===== src/rtl/wakeup_frame_sync_pkg.sv =====
// Shared types and elaboration helpers for the wake-up / frame synchroniser.
package wakeup_sync_pkg;

  // Frame controller states.
  typedef enum logic [1:0] {
    IDLE  = 2'd0,
    ARMED = 2'd1,
    RUN   = 2'd2
  } state_t;

  // Width of a counter that must reach NBITS inclusive.
  function automatic int bit_cnt_width(input int nbits);
    return $clog2(nbits + 1);
  endfunction

  // True when the parameter set can produce a well-formed frame.
  function automatic bit params_legal(
    input int div,
    input int delay,
    input int timeout,
    input int nbits,
    input int preamble_bits,
    input int tim_w
  );
    return (div >= 2) && ((div % 2) == 0) &&
           (delay < timeout) &&
           (nbits >= 1) &&
           (preamble_bits <= nbits) &&
           ((tim_w >= 32) || ((longint'(1) << tim_w) > longint'(timeout)));
  endfunction

endpackage


===== src/rtl/async_rise_det.sv =====
// Three-flop synchroniser for one asynchronous input with a one-cycle
// rising-edge pulse taken from the two oldest (settled) stages.
module async_rise_det (
  input  logic clki,
  input  logic rst_n,
  input  logic async_in,
  output logic rise
);

  logic [2:0] sh_r;

  // Shift the asynchronous level through the synchroniser chain.
  always_ff @(posedge clki) begin
    if (!rst_n) begin
      sh_r <= 3'b000;
    end else begin
      sh_r <= {sh_r[1:0], async_in};
    end
  end

  assign rise = (sh_r[2:1] == 2'b01);

endmodule


===== src/rtl/wakeup_frame_sync.sv =====
// Wake-up / frame synchroniser: arms on a wake_up rise, starts a data phase
// after a programmable delay, produces a divided data clock, bit counter and
// the T0/T1 test pattern, and reports done / timeout.
// Build option: COMP_EDGE_ALIGN_EN aligns the data-phase start to the first
// comp_out rise at or after DELAY and enables the timeout abort.
module wakeup_frame_sync
  import wakeup_sync_pkg::*;
#(
  parameter int DIV           = 100,
  parameter int DELAY         = 25342,
  parameter int TIMEOUT       = 60000,
  parameter int NBITS         = 1000,
  parameter int PREAMBLE_BITS = 432,
  parameter int TIM_W         = 20
) (
  input  logic                              clki,
  input  logic                              rst_n,
  input  logic                              wake_up,
  input  logic                              comp_out,
  output logic                              wu_valid,
  output logic                              data_clk_enb,
  output logic                              data_clk,
  output logic                              t0,
  output logic                              t1,
  output logic [bit_cnt_width(NBITS)-1:0]   bit_cnt,
  output logic                              done,
  output logic                              timeout
);

  localparam int BC_W  = bit_cnt_width(NBITS);
  localparam int DIV_W = $clog2(DIV);

  localparam logic [DIV_W-1:0] HALF_M1 = DIV_W'(DIV / 2 - 1);
  localparam logic [TIM_W-1:0] DELAY_C = TIM_W'(DELAY);
  localparam logic [BC_W-1:0]  NBITS_C = BC_W'(NBITS);
  localparam logic [BC_W-1:0]  PRE_C   = BC_W'(PREAMBLE_BITS);

  if (!params_legal(DIV, DELAY, TIMEOUT, NBITS, PREAMBLE_BITS, TIM_W)) begin : g_param_error
    $error("wakeup_frame_sync: illegal parameter set");
  end

  state_t            state_r, state_nxt_s;
  logic [TIM_W-1:0]  tim_cnt_r, tim_cnt_nxt_s;
  logic [DIV_W-1:0]  div_cnt_r, div_cnt_nxt_s;
  logic [BC_W-1:0]   bit_cnt_r, bit_cnt_nxt_s;
  logic              wu_valid_r, wu_valid_nxt_s;
  logic              enb_r, enb_nxt_s;
  logic              data_clk_r, data_clk_nxt_s;
  logic              t0_r, t0_nxt_s;
  logic              t1_r, t1_nxt_s;
  logic              done_r, done_nxt_s;
  logic              timeout_r, timeout_nxt_s;

  logic              wake_rise_s;
  logic              start_s;
  logic              expire_s;
  logic              toggle_s;
  logic              frame_end_s;

  async_rise_det u_wake_det (
    .clki     (clki),
    .rst_n    (rst_n),
    .async_in (wake_up),
    .rise     (wake_rise_s)
  );

`ifdef COMP_EDGE_ALIGN_EN
  localparam logic [TIM_W-1:0] TIMEOUT_C = TIM_W'(TIMEOUT);

  logic comp_rise_s;

  async_rise_det u_comp_det (
    .clki     (clki),
    .rst_n    (rst_n),
    .async_in (comp_out),
    .rise     (comp_rise_s)
  );

  assign start_s  = comp_rise_s && (tim_cnt_r >= DELAY_C);
  assign expire_s = (tim_cnt_r == TIMEOUT_C);
`else
  // comp_out has no role when the start is purely delay based.
  logic comp_unused_s;
  assign comp_unused_s = comp_out;

  assign start_s  = (tim_cnt_r == DELAY_C);
  assign expire_s = 1'b0;
`endif

  assign toggle_s    = (div_cnt_r == HALF_M1);
  assign frame_end_s = (bit_cnt_r == NBITS_C);

  // State and datapath registers, cleared by the synchronous reset.
  always_ff @(posedge clki) begin
    if (!rst_n) begin
      state_r    <= IDLE;
      tim_cnt_r  <= '0;
      div_cnt_r  <= '0;
      bit_cnt_r  <= '0;
      wu_valid_r <= 1'b0;
      enb_r      <= 1'b0;
      data_clk_r <= 1'b0;
      t0_r       <= 1'b0;
      t1_r       <= 1'b0;
      done_r     <= 1'b0;
      timeout_r  <= 1'b0;
    end else begin
      state_r    <= state_nxt_s;
      tim_cnt_r  <= tim_cnt_nxt_s;
      div_cnt_r  <= div_cnt_nxt_s;
      bit_cnt_r  <= bit_cnt_nxt_s;
      wu_valid_r <= wu_valid_nxt_s;
      enb_r      <= enb_nxt_s;
      data_clk_r <= data_clk_nxt_s;
      t0_r       <= t0_nxt_s;
      t1_r       <= t1_nxt_s;
      done_r     <= done_nxt_s;
      timeout_r  <= timeout_nxt_s;
    end
  end

  // Next-state selection; a start beats an expiry in the same cycle.
  always_comb begin
    state_nxt_s = state_r;
    case (state_r)
      IDLE: begin
        if (wake_rise_s) begin
          state_nxt_s = ARMED;
        end else begin
          state_nxt_s = IDLE;
        end
      end
      ARMED: begin
        if (start_s) begin
          state_nxt_s = RUN;
        end else if (expire_s) begin
          state_nxt_s = IDLE;
        end else begin
          state_nxt_s = ARMED;
        end
      end
      RUN: begin
        if (frame_end_s) begin
          state_nxt_s = IDLE;
        end else begin
          state_nxt_s = RUN;
        end
      end
      default: begin
        state_nxt_s = IDLE;
      end
    endcase
  end

  // Next values of counters and registered outputs for the current state.
  always_comb begin
    tim_cnt_nxt_s  = tim_cnt_r;
    div_cnt_nxt_s  = div_cnt_r;
    bit_cnt_nxt_s  = bit_cnt_r;
    wu_valid_nxt_s = wu_valid_r;
    enb_nxt_s      = enb_r;
    data_clk_nxt_s = data_clk_r;
    t0_nxt_s       = t0_r;
    t1_nxt_s       = t1_r;
    done_nxt_s     = 1'b0;
    timeout_nxt_s  = 1'b0;
    case (state_r)
      IDLE: begin
        if (wake_rise_s) begin
          tim_cnt_nxt_s  = '0;
          wu_valid_nxt_s = 1'b1;
        end else begin
          wu_valid_nxt_s = 1'b0;
        end
      end
      ARMED: begin
        tim_cnt_nxt_s = tim_cnt_r + TIM_W'(1);
        if (start_s) begin
          wu_valid_nxt_s = 1'b0;
          enb_nxt_s      = 1'b1;
          data_clk_nxt_s = 1'b0;
          div_cnt_nxt_s  = HALF_M1;
          bit_cnt_nxt_s  = '0;
          t0_nxt_s       = 1'b0;
          t1_nxt_s       = 1'b0;
        end else if (expire_s) begin
          wu_valid_nxt_s = 1'b0;
          timeout_nxt_s  = 1'b1;
        end else begin
          wu_valid_nxt_s = 1'b1;
        end
      end
      RUN: begin
        if (frame_end_s) begin
          // Last falling edge already counted: close the frame.
          enb_nxt_s      = 1'b0;
          data_clk_nxt_s = 1'b0;
          t0_nxt_s       = 1'b0;
          t1_nxt_s       = 1'b0;
          div_cnt_nxt_s  = '0;
          done_nxt_s     = 1'b1;
        end else if (toggle_s) begin
          div_cnt_nxt_s  = '0;
          data_clk_nxt_s = ~data_clk_r;
          if (!data_clk_r) begin
            // Rising data_clk: present the pattern bit for bit_cnt.
            t0_nxt_s = (bit_cnt_r < PRE_C);
            if (bit_cnt_r < PRE_C) begin
              t1_nxt_s = 1'b0;
            end else begin
              t1_nxt_s = ~t1_r;
            end
          end else begin
            // Falling data_clk completes the current bit.
            bit_cnt_nxt_s = bit_cnt_r + BC_W'(1);
          end
        end else begin
          div_cnt_nxt_s = div_cnt_r + DIV_W'(1);
        end
      end
      default: begin
        tim_cnt_nxt_s  = '0;
        div_cnt_nxt_s  = '0;
        bit_cnt_nxt_s  = '0;
        wu_valid_nxt_s = 1'b0;
        enb_nxt_s      = 1'b0;
        data_clk_nxt_s = 1'b0;
        t0_nxt_s       = 1'b0;
        t1_nxt_s       = 1'b0;
      end
    endcase
  end

  assign wu_valid     = wu_valid_r;
  assign data_clk_enb = enb_r;
  assign data_clk     = data_clk_r;
  assign t0           = t0_r;
  assign t1           = t1_r;
  assign bit_cnt      = bit_cnt_r;
  assign done         = done_r;
  assign timeout      = timeout_r;

endmodule


===== config.mk =====
export PLATFORM = sky130hd
export DESIGN_NAME = wakeup_frame_sync
export DESIGN_NICKNAME = d
export VERILOG_FILES = /design/src/rtl/wakeup_frame_sync_pkg.sv /design/src/rtl/async_rise_det.sv /design/src/rtl/wakeup_frame_sync.sv
export SDC_FILE = /design/constraint.sdc
export NUM_CORES = 1
export LEC_CHECK = 0
export BUFFER_PORTS_ARGS = -buffer_cell sky130_fd_sc_hd__buf_4
export CORE_MARGIN = 4
export CORE_UTILIZATION = 53
export CTS_CLUSTER_DIAMETER = 80
export DETAILED_ROUTE_END_ITERATION = 10
export PLACE_DENSITY_LB_ADDON = 0.15
export SKIP_LAST_GASP = 1
export SLEW_MARGIN = 20
export SYNTH_ARGS = -nofsm -noshare
export SYNTH_HDL_FRONTEND = slang
export SYNTH_HIERARCHICAL = 1
export SYNTH_SLANG_ARGS = --single-unit

===== constraint.sdc =====
create_clock -name clki -period 2.2 [get_ports clki]
set_clock_uncertainty 0.15 [all_clocks]
set_input_delay 0.11 -clock clki [delete_from_list [all_inputs] [get_ports clki]]
set_output_delay 0.11 -clock clki [all_outputs]
set_load 0.03 [all_outputs]

==> flow_metrics.py, run 1 <==
metrics = {
    "run_status": {
        "outcome": "finished with violations",
        "failed_checks": "setup timing",
    },
    "timing": {
        "hold_viol_final": 0,
        "rsz0062_at_grt": "true",
        "min_period_over_period_pct": 100.2,
        "max-slew-margin-rel_pct": 66.51,
        "setup_viol": 1,
        "slew_viol_final": 0,
        "worst_slack_ns": -0.004907,
        "worst_pin_slew_ns": 0.4985,
        "finalCriticalPeriod_ns": 2.205,
        "fmax_mhz": 453.5,
    },
    "clocking": {
        "clock_latency_ns": 0.31,
        "root_buffer": "clkbuf_8",
        "clkSinkCount": 48,
        "cts_max_path_buffers": 2,
        "cts-htree-levels": 2,
        "numCtsBuffers": 5,
        "clk_pin_slew_ns": 0.09,
        "cts_tree": "yes",
    },
    "synthesis": {
        "synth-compound-area-share_pct": 13.01,
        "synth_top_family_by_area": "simple AND/OR/NAND/NOR gates",
        "synth_nets": 294,
        "synthSimpleGateAreaFrac_pct": 28.93,
        "netlist.area_leader.share_pct": 39.96,
        "synth_flop_cell": "dfxtp_1",
        "synth_fa_ha_area_share_pct": 5.203,
        "postSynthCellCount": 280,
        "synthXorXnorAreaFrac_pct": 7.648,
        "synth_cell_types": 47,
        "muxShareOfSynthArea_pct": 0.8325,
        "avgSynthCellArea_sq_um": 8.589,
        "synthArstFlopShare_pct": 0,
        "synth-edff-count": 0,
        "yosys_warnings": 6,
        "synthesis.area_sq_um": 2405,
        "ys_top_cells_by_area": "dfxtp_1 (40%), xor2_1 (6.6%), ha_1 (5.2%)",
        "yosys.area.top_type": "dfxtp_1",
        "synth_common_cells": "dfxtp_1 (48), nor2_1 (29), nand2_1 (26), a21oi_1 (18), xor2_1 (18)",
        "synth.most_common_cell": "dfxtp_1",
        "synth-seq-area-share_pct": 39.96,
        "ys_ff_latch": 48,
    },
    "place": {
        "numPortBuffers": 18,
        "hpwl_microns": 3597,
        "dp.cells": 373,
        "gp_congestion": 0.8583,
        "dpl_cell_area_sq_um": 2816,
    },
    "setup_path": {
        "cp-start-kind": "register",
        "worstSetupPathType": "register to register",
        "crit_path_frequent_cell": "a21oi_2",
        "crit_path_max_incr_delay_ns": 0.56,
        "cp_max_fo": 9,
        "cp-end-kind": "register",
        "cp_slowest_cell": "or4b_4",
        "crit_chain": "or4b_4 > nor3_4 > buf_12 > a21oi_2 > buf_4 > o31ai_1 > a21oi_2",
        "arrival_ns": 2.25,
        "reg2reg_slack_ns": -0.005,
        "crit_required_ns": 2.25,
    },
    "layout": {
        "fillers": 358,
        "multi_input_area_sq_um": 1474,
        "syn_to_final_growth_pct": 27.78,
        "drive_gt1_share_pct": 27.76,
        "fin_cells": 387,
        "nets": 348,
        "final_cell_area_sq_um": 3073,
        "fin_util_pct": 70.09,
        "diodes": 0,
        "seqCellArea_sq_um": 963.4,
    },
    "power_and_ir_drop": {
        "powerDensity_nw_per_um2": 498.6,
        "leakage_nw": 1.181,
        "ir_drop_mv": 0.3230,
    },
    "route": {
        "first_pass_iters": 4,
        "routedWlPerCell_microns": 14.34,
        "vias_per_cell": 5.649,
        "drt_wl_total_microns": 5548,
        "drtIter0Drc": 137,
        "ant_nets": 0,
        "route.detailed.drc": 0,
        "vias": 2186,
    },
    "die": {
        "fp-row-count": 24,
        "die_w_microns": 75.36,
        "die-height_microns": 75.36,
        "start_util_pct": 54.85,
        "core_sq_um": 4384,
        "ios": 21,
        "dieArea_sq_um": 5679,
    },
    "grt": {
        "grt_overflow_total": 0,
        "grt_usage_pct": 20.07,
        "antenna_found_initial": 0,
        "grt_pass1_vias": 2078,
        "grt_pass1_wl_microns": 8963,
        "grt_max_degree": 28,
    },
    "worst_hold_path": {
        "min_path_type": "primary input to register",
    },
    "job": {
        "cap_violations": 0,
    },
}
==> path summary, 6_finish.rpt <==
| check | start | end | cells after the start |
|---|---|---|---|
| worst max-delay path | tim_cnt_r[12] | bit_cnt[4] | 7 |
| worst max register to register | tim_cnt_r[12] | bit_cnt[4] | 7 |
| worst min-delay path | rst_n | t0 | 3 |
| worst min register to register | u_wake_det/sh_r[0] | u_wake_det/sh_r[1] | 1 |
==> flip-flops by register name, summed over array words and instances, names as in the netlist <==
signal,cells
done,1
tim_cnt_r,20
t1,1
u_wake_det/sh_r,3
data_clk_enb,1
bit_cnt,10
t0,1
data_clk,1
div_cnt_r,7
wu_valid,1
state_r,2
==> critical path: cells and delay by family (launching register included) <==
kind / cells / cell delay [ns]
and+or+nand+nor: 2 / 0.78
AOI/OAI and AO/OA: 3 / 0.52
DFF: 1 / 0.32
buffers and inverters: 2 / 0.32
==> layout by cell type, fill, tap and decap left out, drive strengths merged <==
cell / count
or3: 2
nand3: 15
or4: 8
a21oi: 21
nand2: 26
nand3b: 1
o31a: 3
dfxtp: 48
and4: 5
nand2b: 3
nor4b: 3
or2: 2
nor2: 29
dlygate4sd3: 1
xor2: 18
o21ai: 4
nor2b: 2
xnor2: 3
buf: 55
inv: 12
o31ai: 10
o22ai: 5
and3: 5
or4b: 2
nor3: 2
ha: 10
o211ai: 2
clkbuf: 8
and2: 6
a21o: 1
or3b: 1
a31oi: 1
mux2i: 2
a211oi: 2
nand4b: 1
nor4: 2
conb: 1
nand4: 10
o32ai: 3
==> power breakdown <==
| group | switching [mW] | internal [mW] |
|---|---|---|
| registers | 0.00563 | 0.876 |
| clock network | 0.290 | 0.257 |
| logic | 0.0672 | 0.0367 |
| total | 0.363 | 1.17 |
==> layer usage <==
metal	wire length [microns]	track usage, %	vias to the layer above
li1	-	-	1115
met3	226	3.958	10
met4	103	5.825	0
met1	2533	25.25	1014
met5	0	0	-
met2	2684	34.80	47
==> logic make-up after synthesis <==
logic type	after synthesis
AO/OA/AOI/OAI	49
adder cells (fa/ha/maj)	10
multiplexers	2
AND/OR/NAND/NOR	125
flip-flops	48
other	1
buffers and inverters	24
XOR/XNOR	21
==> per-stage QoR <==
stage | TNS (ns) | setup WS, ns | power (mW) | hold WS, ns
6_report | -0.004907 | -0.004907 | 1.532 | 0.04064
5_1_grt | -0.5061 | -0.07623 | 1.588 | 0.06472
4_1_cts | 0 | 0.001076 | 1.543 | 0.03056
3_5_place_dp | -0.2583 | -0.04706 | 0.9946 | 0.1712
3_3_place_gp | -0.002970 | -0.002970 | 0.9927 | 0.1679
2_1_floorplan | 0 | 0.0003351 | 0.9649 | 0.08171
==> repair_timing <==
action                                  in CTS  in global routing
endpoints found under the setup margin      10                 11
resized for setup                            4                 20
setup buffers                                0                  2
cloned                                       0                  3
pin swaps                                    0                 11
hold buffers                                 1                  0
endpoints found under the hold margin        1                  0
==> cell type report <==
cell class                      count  share of cell area [%]
Timing Repair Buffer               56                   14.17
Tap cell                           52                   2.117
Sequential cell                    48                   31.35
Inverter                           12                   1.466
Clock buffer                        8                   2.932
Multi-Input combinational cell    211                   47.96
Note: power is estimated with default switching activity, not from simulation.
==> run 2: changes to the inputs <==
--- a/config.mk
+++ b/config.mk
@@ -8,4 +8,6 @@
 export BUFFER_PORTS_ARGS = -buffer_cell sky130_fd_sc_hd__buf_4
+export CELL_PAD_IN_SITES_DETAIL_PLACEMENT = 0
+export CELL_PAD_IN_SITES_GLOBAL_PLACEMENT = 1
 export CORE_MARGIN = 4
-export CORE_UTILIZATION = 53
+export CORE_UTILIZATION = 40
 export CTS_CLUSTER_DIAMETER = 80
--- a/constraint.sdc
+++ b/constraint.sdc
@@ -4,2 +4,2 @@
 set_output_delay 0.11 -clock clki [all_outputs]
-set_load 0.03 [all_outputs]
+set_load 0.05 [all_outputs]
==> run 2 against run 1 <==
The run now ends clean; final cell count is 7.0% higher; wire length is 1.0% lower; hold slack better by 0.016 ns; sequential cell count stayed put; final area is 0.73% higher; first-iteration DRC count is 42% lower; clock power hardly changed; sequential share of layout area is 0.19 points lower; global-route usage is 5.4 points lower; via count is 0.23% lower; largest power group unchanged; highest routed layer unchanged.
==> flow_metrics.py, run 2 (same netlist as run 1, synthesis figures left out) <==
metrics = {
    "run_status": {
        "outcome": "completed",
    },
    "layout": {
        "largest_reg_flops": 20,
        "registers.top_by_ff_count": "tim_cnt_r",
        "nets": 355,
        "drive_gt1_share_pct": 26.61,
        "syn_to_final_growth_pct": 28.72,
        "final_cell_mix": "buf_4 (62), dfxtp_1 (45), nor2_1 (28)",
        "diodes": 0,
        "fillers": 559,
        "fin_util_pct": 54.54,
        "layout_commonest_cell": "buf_4",
    },
    "route": {
        "vias": 2181,
        "drtIter0Drc": 80,
        "first_pass_iters": 4,
        "vias_per_cell": 5.268,
        "ant_nets": 0,
        "route.detailed.drc": 0,
        "drt_wl_total_microns": 5490,
        "routedWlPerCell_microns": 13.26,
    },
    "setup_path": {
        "cp-start-kind": "register",
        "crit_required_ns": 2.29,
        "arrival_ns": 2.26,
        "reg2reg_depth": 6,
        "cp_max_fo": 4,
        "cp-end-kind": "register",
        "worstSetupPathType": "register to register",
    },
    "clocking": {
        "clkSinkCount": 48,
        "numCtsBuffers": 5,
        "root_buffer": "clkbuf_8",
        "clk_pin_slew_ns": 0.09,
        "cts-htree-levels": 2,
        "clock_latency_ns": 0.30,
        "cts_max_path_buffers": 2,
        "cts_tree": "yes",
    },
    "place": {
        "post-place-ws_ns": 0.002285,
        "numPortBuffers": 18,
        "gp_congestion": 0.7797,
        "hpwl_microns": 3780,
    },
    "grt": {
        "grt_usage_pct": 14.62,
        "grt_pass1_vias": 2041,
        "grt_use_met3_pct": 2.978,
        "grt_pass1_wl_microns": 8949,
        "grt.busiest_layer": "met2",
        "grt_overflow_total": 0,
        "antenna_found_initial": 0,
        "gr-usage-met2_pct": 25.42,
        "use_met1_pct": 18.39,
        "grt_max_degree": 28,
    },
    "timing": {
        "timing.hold.ws_ns": 0.05704,
        "fmax_mhz": 460.8,
        "rsz0062_at_grt": "true",
        "slew_viol_final": 0,
        "worst_slack_ns": 0.03005,
        "setup_viol": 0,
        "hold_viol_final": 0,
        "finalCriticalPeriod_ns": 2.170,
        "min_period_over_period_pct": 98.63,
    },
    "worst_hold_path": {
        "whs_path_depth": 3,
        "min_path_type": "primary input to register",
    },
    "die": {
        "die_w_microns": 85.54,
        "core_sq_um": 5675,
        "dieArea_sq_um": 7316,
        "fp-row-count": 27,
        "start_util_pct": 42.37,
        "die-height_microns": 85.54,
        "ios": 21,
    },
    "power_and_ir_drop": {
        "ir_drop_mv": 0.2284,
        "totalPowerFinal_mw": 1.538,
        "powerDensity_nw_per_um2": 496.9,
        "leakage_nw": 1.218,
    },
    "job": {
        "cap_violations": 0,
    },
}
run 2: cell count changes in the layout (fill, tap and decap cells not counted), moves of 2 or more:
cell,delta
buf_4,+8
a21oi_2,-5
a21oi_1,+5
clkbuf_1,-2
or4_4,-4
or4_1,+4
clkinv_2,+2
run 2: critical path: stages, from the launching register on:
cell and delay, ns:
dfxtp_1 0.32, or4b_4 0.55, nor3_4 0.21, buf_12 0.15
a21oi_2 0.08, or4_1 0.51, a21oi_1 0.14
run 2: metal layers:
layer	wire length [microns]	vias to the layer above
met2	2666	24
met3	166	6
met4	43	0
met5	0	-
met1	2614	1032
li1	-	1119
run 2: power by group:
group          leakage (nW)  internal (mW)  switching [mW]
Clock                0.0510          0.251           0.295
Sequential            0.389          0.876         0.00430
Combinational         0.778         0.0405          0.0711
run 2: path summary, 6_finish.rpt:
| path | from | to | slack, ns |
|---|---|---|---|
| max reg2reg | tim_cnt_r[18] | bit_cnt[7] | 0.03 |
| min | rst_n | t0 | 0.06 |
| min reg2reg | u_wake_det/sh_r[0] | u_wake_det/sh_r[1] | 0.29 |
| max | tim_cnt_r[18] | bit_cnt[7] | 0.03 |
run 2: per-stage QoR:
stage	cell area, sq um	cells	TNS (ns)
global route	3095	414	-0.08041
floorplan	2409	280	-0.01029
detailed placement	2912	402	0
global placement	2912	402	0
finish	3095	414	0
CTS	3015	411	0
run 2: timing repair:
| action | in CTS | in global routing |
|---|---|---|
| buffers inserted | 0 | 1 |
| pin swaps | 0 | 5 |
| cloned | 0 | 2 |
| endpoints found under the hold margin | 1 | 0 |
| hold buffers | 1 | 0 |
| setup endpoints to repair | 6 | 12 |
| resized for setup | 1 | 9 |
run 2: layout make-up:
| class | instances | area (sq um) | area share (%) |
|---|---|---|---|
| well taps | 72 | 90.09 | 2.910 |
| multi-input cells | 210 | 1408 | 45.47 |
| clock inverters | 2 | 10.01 | 0.3234 |
| flip-flops and latches | 48 | 964.7 | 31.16 |
| repair buffers | 64 | 495.5 | 16.01 |
| inverters | 12 | 45.04 | 1.455 |
| clock buffers | 6 | 82.58 | 2.668 |
==> run 3: changes to the inputs <==
Settings changed: GPL_TIMING_DRIVEN set to 0.
==> run 3 against run 2 <==
Final area hardly changed; sequential power hardly changed; utilization hardly changed; non-clock buffer count is 17 lower; register-to-register slack better by 0.03 ns; highest routed layer unchanged; via count is 4.6% lower; largest cell class unchanged; largest power group unchanged.
==> flow_metrics.py, run 3 (same netlist as run 1, synthesis figures left out) <==
metrics = {
    "layout": {
        "largest_reg_flops": 20,
        "final_cell_area_sq_um": 3097,
        "seqCellArea_sq_um": 974.7,
        "layout_commonest_cell": "dfxtp_1",
        "nets": 336,
        "final_cell_mix": "dfxtp_1 (39), buf_4 (32), nor2_1 (27)",
        "drive_gt1_share_pct": 25.08,
        "syn_to_final_growth_pct": 28.77,
        "fin_util_pct": 54.56,
        "fin_cells": 395,
        "fillers": 563,
        "diodes": 0,
        "multi_input_area_sq_um": 1481,
        "registers.top_by_ff_count": "tim_cnt_r",
    },
    "place": {
        "dp.cells": 370,
        "post-place-ws_ns": -0.2600,
        "hpwl_microns": 3637,
        "gp_congestion": 0.7466,
        "dpl_cell_area_sq_um": 2640,
        "numPortBuffers": 18,
    },
    "clocking": {
        "cts_max_path_buffers": 2,
        "clkSinkCount": 48,
        "root_buffer": "clkbuf_8",
        "clk_pin_slew_ns": 0.09,
        "cts-htree-levels": 2,
        "cts_tree": "yes",
        "clock_latency_ns": 0.30,
        "numCtsBuffers": 5,
    },
    "timing": {
        "rsz0062_at_grt": "true",
        "finalCriticalPeriod_ns": 2.143,
        "hold_viol_final": 0,
        "fmax_mhz": 466.7,
        "worst_slack_ns": 0.05742,
        "tns_ns": 0,
        "setup_viol": 0,
        "min_period_over_period_pct": 97.39,
        "slew_viol_final": 0,
    },
    "power_and_ir_drop": {
        "leakage_nw": 1.130,
        "power_frac_comb_pct": 5.8,
        "power_frac_clock_pct": 46.8,
        "p_sw_share_pct": 20.54,
        "seq_power_share_pct": 47.3,
        "p_switching_mw": 0.3828,
        "powerDensity_nw_per_um2": 601.8,
        "ir_drop_mv": 0.4470,
        "internal_power_mw": 1.481,
    },
    "die": {
        "die-height_microns": 85.54,
        "start_util_pct": 42.37,
        "dieArea_sq_um": 7316,
        "die_w_microns": 85.54,
        "core_sq_um": 5675,
        "fp-row-count": 27,
        "ios": 21,
    },
    "grt": {
        "grt.busiest_layer": "met2",
        "grt_overflow_total": 0,
        "grt_pass1_vias": 1980,
        "grt_pass1_wl_microns": 9239,
        "grt_use_met3_pct": 3.650,
        "use_met1_pct": 20.51,
        "grt_max_degree": 16,
        "antenna_found_initial": 0,
        "gr-usage-met2_pct": 24.44,
        "grt_usage_pct": 15.24,
    },
    "setup_path": {
        "cp-end-kind": "register",
        "worstSetupPathType": "register to register",
        "crit_path_max_incr_delay_ns": 0.55,
        "cp-start-kind": "register",
        "cp_slowest_cell": "or4b_4",
        "crit_chain": "or4b_4 > nor3_4 > a21oi_4 > buf_6 > or4_1 > a21oi_1",
        "crit_required_ns": 2.28,
        "cp_max_fo": 8,
        "arrival_ns": 2.22,
    },
    "job": {
        "cap_violations": 0,
    },
    "worst_hold_path": {
        "min_path_type": "register to register",
    },
    "route": {
        "drtIter0Drc": 47,
        "drt_wl_total_microns": 5486,
        "first_pass_iters": 4,
        "vias_per_cell": 5.266,
        "route.detailed.drc": 0,
        "vias": 2080,
        "routedWlPerCell_microns": 13.89,
        "ant_nets": 0,
    },
    "run_status": {
        "outcome": "completed",
    },
}
## run 3: changes by cell type in the layout (fill, tap and decap cells not counted), sizes merged
| cell | change |
|---|---|
| a21oi | -2 |
| buf | -25 |
| bufinv | +3 |
| clkbuf | +5 |
| clkinv | -2 |
| dlygate4sd3 | +2 |
## run 3: routing by layer
layer | vias to the layer above | wire length, microns
met5 | - | 0
met2 | 21 | 2590
met1 | 978 | 2682
met4 | 0 | 37
met3 | 4 | 175
li1 | 1077 | -
## run 3: cell type report
type | instances | area share [%]
Multi-Input combinational cell | 208 | 47.84
Sequential cell | 48 | 31.47
Timing Repair Buffer | 35 | 8.970
Clock inverter | 3 | 2.909
Tap cell | 72 | 2.909
Clock buffer | 5 | 2.222
Buffer | 12 | 2.222
Inverter | 12 | 1.455
## run 3: critical path: cells and delay by family, from the launching register on
family          cells  cell delay [ns]
flops               1             0.33
buf+inv             1             0.15
compound gates      2             0.26
simple gates        3             1.17
## run 3: metrics by stage
stage	hold slack, ns	total power, mW
2_1_floorplan	0.08171	0.9682
3_3_place_gp	0.1679	0.9966
3_5_place_dp	0.1757	0.9952
4_1_cts	0.2884	1.880
5_1_grt	0.3165	1.929
6_report	0.2840	1.864
## run 3: power groups by stage
stage	clock, mW	sequential [mW]	combinational [mW]
6_report	0.873	0.882	0.109
5_1_grt	0.925	0.883	0.121
4_1_cts	0.894	0.883	0.103
3_5_place_dp	0	0.904	0.0917
3_3_place_gp	0	0.903	0.0931
2_1_floorplan	0	0.906	0.0620
## run 3: repair_timing
item                                    CTS  global route
endpoints found under the setup margin   32            34
setup buffers                             7             7
gates resized for setup                  14            29
hold buffers                              3             0
pin swaps                                 9             8
hold endpoints to repair                  6             0
## run 3: final timing paths
check | depth (start not counted) | slack, ns | from | endpoint
setup / recovery | 6 | 0.06 | tim_cnt_r[18] | bit_cnt[2]
hold / removal | 1 | 0.28 | u_wake_det/sh_r[0] | u_wake_det/sh_r[1]
setup reg to reg | 6 | 0.06 | tim_cnt_r[18] | bit_cnt[2]
hold reg to reg | 1 | 0.28 | u_wake_det/sh_r[0] | u_wake_det/sh_r[1]
